<file path="src/rtl/pll_lock_sequencer.sv">
// ---------------------------------------------------------------------------
// pll_lock_sequencer
//   Brings up one fabric PLL from the free-running init clock. The PLL is held
//   in reset, released, and given a bounded window to lock. Lock must then stay
//   high for a run of consecutive cycles before it is reported. If the window
//   expires, the sequencer retries with the next charge-pump / loop-filter
//   setting. When all attempts are used up, it parks in a failed state. A lock
//   loss after reporting lock restarts the same attempt.
//
// Ports
//   init_clk  in   1  sequencer clock (board oscillator, never PLL-derived)
//   reset     in   1  synchronous, active-high
//   restart   in   1  one-cycle pulse: restart from attempt 0
//   pll_lock  in   1  raw PLL lock, asynchronous to init_clk
//   pll_rst   out  1  PLL reset, active-high (registered)
//   icpsel    out  6  charge-pump current select (registered)
//   lpfres    out  3  loop-filter resistor select (registered)
//   locked    out  1  debounced lock (registered)
//   fail      out  1  every attempt timed out (registered)
//   attempt   out  3  current attempt index
//   loss_cnt  out  8  lock-loss events since reset, saturating
// ---------------------------------------------------------------------------
module pll_lock_sequencer #(
  parameter int CLK_PERIOD    = 20,
  parameter int RST_CYCLES    = 64,
  parameter int LOCK_TIMEOUT  = 50000,
  parameter int STABLE_CYCLES = 256,
  parameter int MAX_RETRY     = 4,
  parameter int ICP_INIT      = 16,
  parameter int ICP_STEP      = 4,
  parameter int LPF_INIT      = 2
) (
  input  logic       init_clk,
  input  logic       reset,
  input  logic       restart,
  input  logic       pll_lock,
  output logic       pll_rst,
  output logic [5:0] icpsel,
  output logic [2:0] lpfres,
  output logic       locked,
  output logic       fail,
  output logic [2:0] attempt,
  output logic [7:0] loss_cnt
);

  localparam int RW = $clog2(RST_CYCLES + 1);
  localparam int TW = $clog2(LOCK_TIMEOUT + 1);
  localparam int SW = $clog2(STABLE_CYCLES + 1);

  localparam logic [RW-1:0] RST_LAST    = RW'(RST_CYCLES - 1);
  localparam logic [TW-1:0] TO_LAST     = TW'(LOCK_TIMEOUT - 1);
  localparam logic [SW-1:0] STABLE_DONE = SW'(STABLE_CYCLES);
  localparam logic [2:0]    ATT_LAST    = 3'(MAX_RETRY - 1);

  if (CLK_PERIOD < 1 || RST_CYCLES < 1 || LOCK_TIMEOUT < 1 || STABLE_CYCLES < 1 ||
      MAX_RETRY < 1 || MAX_RETRY > 8) begin : g_bad_params
    $error("pll_lock_sequencer: parameter out of range");
  end

  typedef enum logic [2:0] {
    ST_RESET_HOLD = 3'd0,
    ST_WAIT_LOCK  = 3'd1,
    ST_STABLE_CHK = 3'd2,
    ST_LOCKED     = 3'd3,
    ST_FAIL       = 3'd4
  } state_t;

  // Charge-pump setting for a given attempt, saturating at the 6-bit maximum.
  function automatic logic [5:0] icp_for(input logic [2:0] a);
    int sum;
    sum = ICP_INIT + ICP_STEP * int'(a);
    if (sum > 63) begin
      icp_for = 6'd63;
    end else begin
      icp_for = sum[5:0];
    end
  endfunction

  // Loop-filter setting for a given attempt, wrapping modulo 8.
  function automatic logic [2:0] lpf_for(input logic [2:0] a);
    int sum;
    sum = LPF_INIT + int'(a);
    lpf_for = sum[2:0];
  endfunction

  state_t          state_r, state_nx;
  logic            sync1_r, lock_s_r;
  logic [RW-1:0]   rst_cnt_r, rst_cnt_nx;
  logic [TW-1:0]   to_cnt_r, to_cnt_nx;
  logic [SW-1:0]   stable_cnt_r, stable_cnt_nx;
  logic [2:0]      attempt_r, attempt_nx;
  logic [7:0]      loss_cnt_r, loss_cnt_nx;
  logic [5:0]      icp_r;
  logic [2:0]      lpf_r;
  logic            pll_rst_r, locked_r, fail_r;
  logic            timeout_s;

  // Two-flop synchronizer for the asynchronous PLL lock.
  always_ff @(posedge init_clk) begin
    if (reset) begin
      sync1_r  <= 1'b0;
      lock_s_r <= 1'b0;
    end else begin
      sync1_r  <= pll_lock;
      lock_s_r <= sync1_r;
    end
  end

  // Next-state and counter logic.
  always_comb begin
    state_nx      = state_r;
    rst_cnt_nx    = rst_cnt_r;
    to_cnt_nx     = to_cnt_r;
    stable_cnt_nx = stable_cnt_r;
    attempt_nx    = attempt_r;
    loss_cnt_nx   = loss_cnt_r;
    // The counter sits at TO_LAST during the last allowed cycle of the window.
    timeout_s     = (to_cnt_r == TO_LAST);

    if (restart) begin
      state_nx      = ST_RESET_HOLD;
      rst_cnt_nx    = '0;
      to_cnt_nx     = '0;
      stable_cnt_nx = '0;
      attempt_nx    = 3'd0;
    end else begin
      case (state_r)
        ST_RESET_HOLD: begin
          // Timeout counter is held at zero, so WAIT_LOCK starts clean.
          to_cnt_nx     = '0;
          stable_cnt_nx = '0;
          if (rst_cnt_r == RST_LAST) begin
            state_nx   = ST_WAIT_LOCK;
            rst_cnt_nx = '0;
          end else begin
            rst_cnt_nx = rst_cnt_r + RW'(1);
          end
        end

        ST_WAIT_LOCK: begin
          to_cnt_nx = to_cnt_r + TW'(1);
          if (timeout_s) begin
            stable_cnt_nx = '0;
            rst_cnt_nx    = '0;
            if (attempt_r < ATT_LAST) begin
              attempt_nx = attempt_r + 3'd1;
              state_nx   = ST_RESET_HOLD;
            end else begin
              state_nx   = ST_FAIL;
            end
          end else if (lock_s_r) begin
            state_nx      = ST_STABLE_CHK;
            stable_cnt_nx = SW'(1);
          end else begin
            stable_cnt_nx = '0;
          end
        end

        ST_STABLE_CHK: begin
          to_cnt_nx = to_cnt_r + TW'(1);
          // A completed stable run takes priority over a simultaneous timeout.
          if (stable_cnt_r == STABLE_DONE) begin
            state_nx = ST_LOCKED;
          end else if (timeout_s) begin
            stable_cnt_nx = '0;
            rst_cnt_nx    = '0;
            if (attempt_r < ATT_LAST) begin
              attempt_nx = attempt_r + 3'd1;
              state_nx   = ST_RESET_HOLD;
            end else begin
              state_nx   = ST_FAIL;
            end
          end else if (!lock_s_r) begin
            state_nx      = ST_WAIT_LOCK;
            stable_cnt_nx = '0;
          end else begin
            stable_cnt_nx = stable_cnt_r + SW'(1);
          end
        end

        ST_LOCKED: begin
          if (!lock_s_r) begin
            state_nx      = ST_RESET_HOLD;
            rst_cnt_nx    = '0;
            stable_cnt_nx = '0;
            if (loss_cnt_r != 8'hFF) begin
              loss_cnt_nx = loss_cnt_r + 8'd1;
            end else begin
              loss_cnt_nx = loss_cnt_r;
            end
          end else begin
            state_nx = ST_LOCKED;
          end
        end

        ST_FAIL: begin
          state_nx = ST_FAIL;
        end

        default: begin
          state_nx      = ST_RESET_HOLD;
          rst_cnt_nx    = '0;
          to_cnt_nx     = '0;
          stable_cnt_nx = '0;
        end
      endcase
    end
  end

  // State, counters and registered outputs; outputs follow the next state.
  always_ff @(posedge init_clk) begin
    if (reset) begin
      state_r      <= ST_RESET_HOLD;
      rst_cnt_r    <= '0;
      to_cnt_r     <= '0;
      stable_cnt_r <= '0;
      attempt_r    <= 3'd0;
      loss_cnt_r   <= 8'd0;
      icp_r        <= icp_for(3'd0);
      lpf_r        <= lpf_for(3'd0);
      pll_rst_r    <= 1'b1;
      locked_r     <= 1'b0;
      fail_r       <= 1'b0;
    end else begin
      state_r      <= state_nx;
      rst_cnt_r    <= rst_cnt_nx;
      to_cnt_r     <= to_cnt_nx;
      stable_cnt_r <= stable_cnt_nx;
      attempt_r    <= attempt_nx;
      loss_cnt_r   <= loss_cnt_nx;
      // Settings only move while the PLL is (about to be) held in reset.
      if (state_nx == ST_RESET_HOLD) begin
        icp_r <= icp_for(attempt_nx);
        lpf_r <= lpf_for(attempt_nx);
      end else begin
        icp_r <= icp_r;
        lpf_r <= lpf_r;
      end
      pll_rst_r <= (state_nx == ST_RESET_HOLD) || (state_nx == ST_FAIL);
      locked_r  <= (state_nx == ST_LOCKED);
      fail_r    <= (state_nx == ST_FAIL);
    end
  end

  assign pll_rst  = pll_rst_r;
  assign icpsel   = icp_r;
  assign lpfres   = lpf_r;
  assign locked   = locked_r;
  assign fail     = fail_r;
  assign attempt  = attempt_r;
  assign loss_cnt = loss_cnt_r;

endmodule
</file>
<file path="config.mk">
export PLATFORM = sky130hd
export DESIGN_NAME = pll_lock_sequencer
export DESIGN_NICKNAME = d
export VERILOG_FILES = /design/src/rtl/pll_lock_sequencer.sv
export SDC_FILE = /design/constraint.sdc
export NUM_CORES = 1
export LEC_CHECK = 0
export ABC_AREA = 1
export CAP_MARGIN = 20
export CELL_PAD_IN_SITES_DETAIL_PLACEMENT = 1
export CELL_PAD_IN_SITES_GLOBAL_PLACEMENT = 1
export CORE_ASPECT_RATIO = 1.75
export CORE_MARGIN = 1.5
export CORE_UTILIZATION = 46
export CTS_CLUSTER_DIAMETER = 60
export CTS_CLUSTER_SIZE = 20
export DETAILED_ROUTE_END_ITERATION = 8
export DONT_BUFFER_PORTS = 1
export PLACE_DENSITY = 0.75
export SLEW_MARGIN = 15
export SYNTH_ARGS = -nofsm -noshare
export SYNTH_HDL_FRONTEND = slang
export SYNTH_SLANG_ARGS = --single-unit
</file>
<file path="constraint.sdc">
create_clock -name init_clk -period 2.4 [get_ports init_clk]
set_clock_uncertainty 0.15 [all_clocks]
set_input_delay 0.24 -clock init_clk [delete_from_list [all_inputs] [get_ports init_clk]]
set_output_delay 0.24 -clock init_clk [all_outputs]
set_load 0.02 [all_outputs]
</file>
Word level (Yosys, flattened, before mapping)
Cells that the tools add are included.
{ "op_classes": {"addsub": 7, "n_lt_le_gt_ge": 2, "n_eq_ne": 12, "n_mux": 29, "bitwise": 3, "n_reduce_logical": 8} }
{ "op_table": {"columns": ["op", "count"], "rows": [
  ["$mux 3", 12],
  ["$mux 9", 4],
  ["$pmux 9 s4", 1],
  ["$pmux 7 s5", 1],
  ["$pmux 16 s2", 1],
  ["$mux 7", 4],
  ["$add 16x1->16 const B", 1],
  ["$eq 16x16->1 const B", 1],
  ["$pmux 3 s5", 1],
  ["$add 9x1->9 const B", 1],
  ["$eq 3x2->1 const B", 3],
  ["$eq 9x9->1 const B", 1],
  ["$add 8x1->8 const B", 1],
  ["$ne 8x8->1 const B", 1],
  ["$add 7x1->7 const B", 1],
  ["$eq 7x6->1 const B", 1],
  ["$add 5x5->6 const A", 1],
  ["$eq 3x3->1 const B", 2],
  ["$gt 6x6->1 const B", 1],
  ["$logic_not 3->1", 2],
  ["$mux 6", 1],
  ["$pmux 3 s2", 1],
  ["$reduce_or 2->1", 3],
  ["$ne 2x2->1 const B", 2],
  ["other kinds (10)", 13]
]} }
{ "word_totals": {"ff_bits": 60, "inputBits": 4, "out_inout_bits": 23, "wordCells": 74} }

Depth between registers and ports, before layout
Gate-level depths: netlist of run 1.
{ "depth": {"depth_word": 9, "ltp_mapped": 14, "depth_no_buf": 14} }

Worst setup path after synthesis of run 1
OpenSTA, ideal clock, no wires.
{ "synth_path": {"path_type": "register -> register", "startpoint": "register loss_cnt_r[1] (netlist: loss_cnt[1])", "endpoint": "register loss_cnt_r[5] (netlist: loss_cnt[5])", "setup_ns": 0.058, "t_arrival_ns": 1.534, "required_ns": 2.192, "path_slack_ns": 0.658, "stages_incl_launch_ff": 11, "n_path_buf": 0, "synth_period_minus_slack_ns": 1.742, "cell_sequence": "dfxtp_1 > ha_1 > nand3_1 > nor2_1 > nand3_1 > nand2_1 > inv_2 > nand2_1 > nor2_2 > a21oi_1 > o21a_1"} }
{ "synth_via": {"elab_chain_cells": 2, "elab_cells_between_ends": 3, "cone_classes": "add/sub (1); eq/ne (1); reduce/logical (1)"} }
{ "synth_lines": {"columns": ["element", "line", "source"], "rows": [
  ["start: declaration", "92", "logic [7:0] loss_cnt_r, loss_cnt_nx;"],
  ["start signal: assignment", "230", "loss_cnt_r <= loss_cnt_nx;"],
  ["parallel branches: the longest is 2 deep, another holds $add 8x1->8", null, null]
]} }
Parallel ways; which one is timed is not known.
A chain may end at the register's enable or synchronous reset.

Worst setup path in the final report of run 1
{ "layout_path": {"startpoint": "register loss_cnt_r[1] (netlist: loss_cnt[1])", "endpoint": "register loss_cnt_r[7] (netlist: loss_cnt[7])"} }
The elaborated chain is that of the path after synthesis.

==> flow_summary.toml, run 1 <==
[cts]
clock_latency_ns = 0.34
clockBufferDepth = 2
cts-resized-gates = 0
htree_levels = 3
clkSinkCount = 57
cts_tree = "built"
clk_pin_slew_ns = 0.06
hold_buffers = 3
cts_made_buffers = 9
root_buffer = "clkbuf_8"
postCtsSetupBuffers = 0

[routing]
wirelength_um = 6864
drtAntennaViolNets = 0
firstDrtPassIters = 4
wl_per_cell_um = 13.78
dr.first_iter.drc_count = 63
avgViaCountPerCell = 5.183
drc_errors = 0
vias = 2581

[critical_path]
worstPathRequired_ns = 2.49
path_class = "reg -> reg"
rrSetupSlack_ns = 0.37
r2r_cells = 10
r2r_end = "loss_cnt[7]"
timing.rr.start = "loss_cnt[1]"
cp-start-kind = "flip-flop"
worstPathArrival_ns = 2.12
crit_fanout = 6
cp-end-kind = "flip-flop"

[final_layout]
n_antenna_cell = 0
drive_above_1_share_pct = 16.27
fin_area_um2 = 3217
area_growth_pct = 11.15
final_cell_mix = "79 x nand2_1, 57 x dfxtp_1, 49 x inv_1"
fill_cells = 802
mostFrequentLayoutCell = "nand2_1"
nets = 423

[synthesis]
synth_seq_cells = 57
yosysTopAreaCell = "dfxtp_1"
syn_area_per_cell_um2 = 7.181
syn_area_um2 = 2894
synth_async_sr_flop_share_pct = 0
yosysWarningCount = 0
yosysSeqAreaShare_pct = 39.43
ys_types = 36
synth_edf_count = 0
synth.area.top_cells = "dfxtp_1 39%, nand2_1 10%, inv_1 6.4%"
yosysTopAreaCellShare_pct = 39.43
ys.flop_type = "dfxtp_1"
syn_inst = 403

[global_routing]
track_usage_pct = 22.11
grt_pass1_wl_um = 11760
grt-ovfl-total = 0
grt_pass1_vias = 2643
grt_max_degree = 14
antenna_found_initial = 0

[sta]
fin_ws_ns = 0.3660
hold_viol_final = 0
drv_slew = 0
tightestPinTransition_ns = 0.5049
fin_crit_sh_pct = 84.75
max_freq_ghz = 0.4917
min_period_ns = 2.034
relSlewSlack_pct = 66.30
grt_setup_unrepaired = "no"
finalSetupViolations = 0
fin_setup_tns_ns = 0

[die]
die_w_um = 62.96
die_y_um = 107.9
die_area_um2 = 6795
num_rows = 38
start_util_pct = 47.18
core_area_um2 = 6133
io-pin-count = 27

[outcome]
status = "finished clean"

[worst_hold_path]
hp-start = "reset"
min_to = "pll_rst"
hold-path-cell-count = 2
hp-class = "in -> reg"

[placed_design]
placed_area_um2 = 2972
dp_hpwl_um = 5151
gp_congestion = 0.7281
io_buffer_count = 0
pre_cts_ws_ns = 0.3775

[job]
max-cap-violations = 0

[pwr]
leakagePower_nw = 1.318
power_density_nw_per_um2 = 601.2
fin_total_pwr_mw = 1.934
ir_drop_uv = 453.4
==> area by class of cell <==
type                            instances  area, um2  share of cell area (%)
Multi-Input combinational cell        282       1498                   46.56
Sequential cell                        57       1141                   35.47
Inverter                               58      217.7                   6.768
Clock buffer                           12      165.2                   5.134
Tap cell                               80      100.1                   3.112
Clock inverter                          4      50.05                   1.556
Timing Repair Buffer                    5      45.04                   1.400
==> layer usage <==
layer / share of wire (%) / up-vias / GRT usage, %
met5: 0 / - / 0
met4: 1.7 / 0 / 10.95
met3: 2.1 / 9 / 5.126
met2: 57 / 22 / 41.79
met1: 39 / 1229 / 22.24
li1: - / 1321 / -
==> metrics by stage <==
stage	util, %	cells	hold slack (ns)
floorplan	-	404	0.1970
global placement	48.45	479	0.1637
detailed placement	48.45	479	0.1660
CTS	52.45	498	0.02220
global route	52.45	498	0.03892
finish	52.45	498	0.02683
==> state kept, by name, summed over array words and instances, names as in the netlist <==
name,count
to_cnt_r,16
stable_cnt_r,9
loss_cnt,8
rst_cnt_r,7
attempt,3
icpsel,3
lpfres,3
state_r,3
fail,1
lock_s_r,1
locked,1
pll_rst,1
sync1_r,1
==> Yosys cell counts, types with 4 or more instances <==
cell type and count:
a21oi_1 30, inv_1 49, nand2_2 13, o21ai_0 15, nand2_1 79, a211oi_1 7
nor2_2 9, nand3_2 6, nor3_1 8, nor2_1 45, nor2_4 4, nand3_1 23
nand4_1 8, dfxtp_1 57, nand3b_1 4, inv_2 9, buf_4 4, ha_1 6
==> critical path, cell delays in order, from the launching register on <==
cell and delay [ns]:
dfxtp_1 0.49, ha_1 0.27, nand3_1 0.09, nor2_1 0.13, nand3_1 0.08, nand2_1 0.22
inv_2 0.09, nand2_1 0.12, nor2_2 0.07, a31oi_1 0.14, nor2_1 0.06
==> cell families (layout without fill, tap and decap cells) <==
group           count (synthesis)  in the layout  synth area share [%]
xor+xnor                        2              2                0.6054
fa+ha+maj                       6              6                 2.594
compound gates                 63             63                 12.75
simple gates                  209            209                 35.54
other cells                     1              2                0.1296
flops                          57             57                 39.43
buf+inv                        65             79                 8.949
==> worst max path at each step <==
stage | from | to | slack [ns]
3_5_place_dp | loss_cnt[1] | loss_cnt[7] | 0.38
6_report | loss_cnt[1] | loss_cnt[7] | 0.37
2_1_floorplan | loss_cnt[1] | loss_cnt[5] | 0.66
4_1_cts | loss_cnt[1] | loss_cnt[7] | 0.36
3_3_place_gp | loss_cnt[1] | loss_cnt[5] | 0.42
5_1_grt | rst_cnt_r[0] | lpfres[0] | 0.12
==> report_power, final <==
part,internal [mW],switching [mW],leakage [nW]
sequential,0.949,0.00262,0.460
combinational,0.00959,0.0213,0.754
clock,0.562,0.390,0.105
No activity file was read; power rests on OpenSTA's default activity.
==> inputs of run 2 (changes only) <==
==> constraint.sdc (replaced) <==
create_clock -name init_clk -period 2 [get_ports init_clk]
set_clock_uncertainty 0.15 [all_clocks]
set_input_delay 0.2 -clock init_clk [delete_from_list [all_inputs] [get_ports init_clk]]
set_output_delay 0.2 -clock init_clk [all_outputs]
set_load 0.02 [all_outputs]
==> run 2 against run 1 <==
  * Clock power grew 40%
  * Worst setup slack lost 0.25 ns
  * Non-clock buffer count grew 20
  * Critical path type unchanged
==> flow_summary.toml, run 2 (synthesized netlist as in run 1, its figures left out) <==
[routing]
dr.first_iter.drc_count = 65
firstDrtPassIters = 4
wirelength_um = 7561
vias = 2687
drtAntennaViolNets = 0
drc_errors = 0
avgViaCountPerCell = 5.187
wl_per_cell_um = 14.60

[sta]
fin_crit_sh_pct = 94.22
drv_slew = 0
max_freq_ghz = 0.5306
tightestPinTransition_ns = 0.5515
fin_setup_tns_ns = 0
finalSetupViolations = 0
hold_viol_final = 0
relSlewSlack_pct = 63.19
min_period_ns = 1.884

[cts]
clkSinkCount = 57
clk_pin_slew_ns = 0.06
clock_latency_ns = 0.35
root_buffer = "clkbuf_8"
cts_made_buffers = 9
htree_levels = 3
clockBufferDepth = 2
cts_tree = "built"

[die]
die_w_um = 62.96
num_rows = 38
core_area_um2 = 6133
start_util_pct = 47.18
io-pin-count = 27
die_y_um = 107.9
die_area_um2 = 6795

[final_layout]
regMostFlops = "to_cnt_r"
drive_above_1_share_pct = 25.57
final_cell_mix = "74 x nand2_1, 51 x dfxtp_1, 47 x inv_1"
stdcell_count = 518
nets = 443
fin_area_um2 = 3496
area_growth_pct = 20.80
n_antenna_cell = 0
mostFrequentLayoutCell = "nand2_1"
largest_reg_flops = 16
final_core_util_pct = 57.00

[placed_design]
io_buffer_count = 0
place_inst = 494
dp_hpwl_um = 5484
gp_congestion = 0.7685
placed_area_um2 = 3084

[worst_hold_path]
hp-class = "in -> reg"
hp-start = "reset"

[global_routing]
grt_pass1_vias = 2953
grt_max_degree = 14
antenna_found_initial = 0
track_usage_pct = 23.63
grt_pass1_wl_um = 12590
grt-ovfl-total = 0

[critical_path]
worstPathArrival_ns = 1.95
crit_start = "stable_cnt_r[0]"
path_class = "reg -> reg"
crit_fanout = 3
worstPathRequired_ns = 2.07
cp-start-kind = "flip-flop"
cp-end-kind = "flip-flop"
timing.rr.start = "stable_cnt_r[0]"

[pwr]
ir_drop_uv = 508.1
leakagePower_nw = 1.453
fin_total_pwr_mw = 2.514
power_density_nw_per_um2 = 719.2

[outcome]
status = "finished clean"

[job]
max-cap-violations = 0
-- run 2: cell type report --
| class | instances | area, um2 |
|---|---|---|
| fillers | 795 | 2638 |
| clock inverters | 5 | 102.6 |
| well taps | 80 | 100.1 |
| inverters | 58 | 217.7 |
| flip-flops and latches | 57 | 1149 |
| repair buffers | 25 | 192.7 |
| multi-input cells | 282 | 1593 |
| clock buffers | 11 | 141.4 |
-- run 2: layer usage --
metal	vias to the layer above	GRT usage [%]	routed length, um
met2	33	45.82	4378
met3	18	6.381	181
met4	0	12.06	230
met1	1279	22.05	2771
li1	1357	-	-
met5	-	0	0
-- run 2: stage by stage --
step / hold slack, ns / worst slack (ns)
final: 0.02521 / 0.1155
after global routing: 0.03434 / -0.04115
after detailed placement: 0.1261 / 0.06803
after global placement: 0.1237 / 0.1363
after CTS: 0.006030 / 0.04368
after floorplan: 0.1570 / 0.2580
-- run 2: final timing paths --
check,endpoint,slack [ns],depth (start not counted)
setup / recovery,lpfres[1],0.12,12
hold / removal,pll_rst,0.03,2
setup reg to reg,lpfres[1],0.12,12
hold reg to reg,lock_s_r,0.26,2
-- run 2: power breakdown --
| group | leakage (nW) | switching, mW | total [mW] | internal (mW) |
|---|---|---|---|---|
| clock network | 0.120 | 0.473 | 1.33 | 0.859 |
| registers | 0.463 | 0.00342 | 1.14 | 1.14 |
| logic | 0.871 | 0.0275 | 0.0394 | 0.0119 |
| total | 1.45 | 0.504 | 2.51 | 2.01 |
-- run 2: critical path, stage by stage, from the launching register on --
cell	delay [ns]
dfxtp_2	0.33
inv_2	0.07
ha_2	0.16
nand2_1	0.06
nor2_2	0.12
nand3_2	0.15
nand2_4	0.14
nand3b_1	0.13
nand2_1	0.09
nand2_2	0.10
nand2_1	0.08
nand2_1	0.09
nand3_1	0.07
-- run 2: repair_timing --
action,4_1_cts,5_1_grt
gates resized for setup,0,33
endpoints found under the setup margin,0,19
buffers inserted,0,5
endpoints found under the hold margin,10,0
hold buffers,3,0
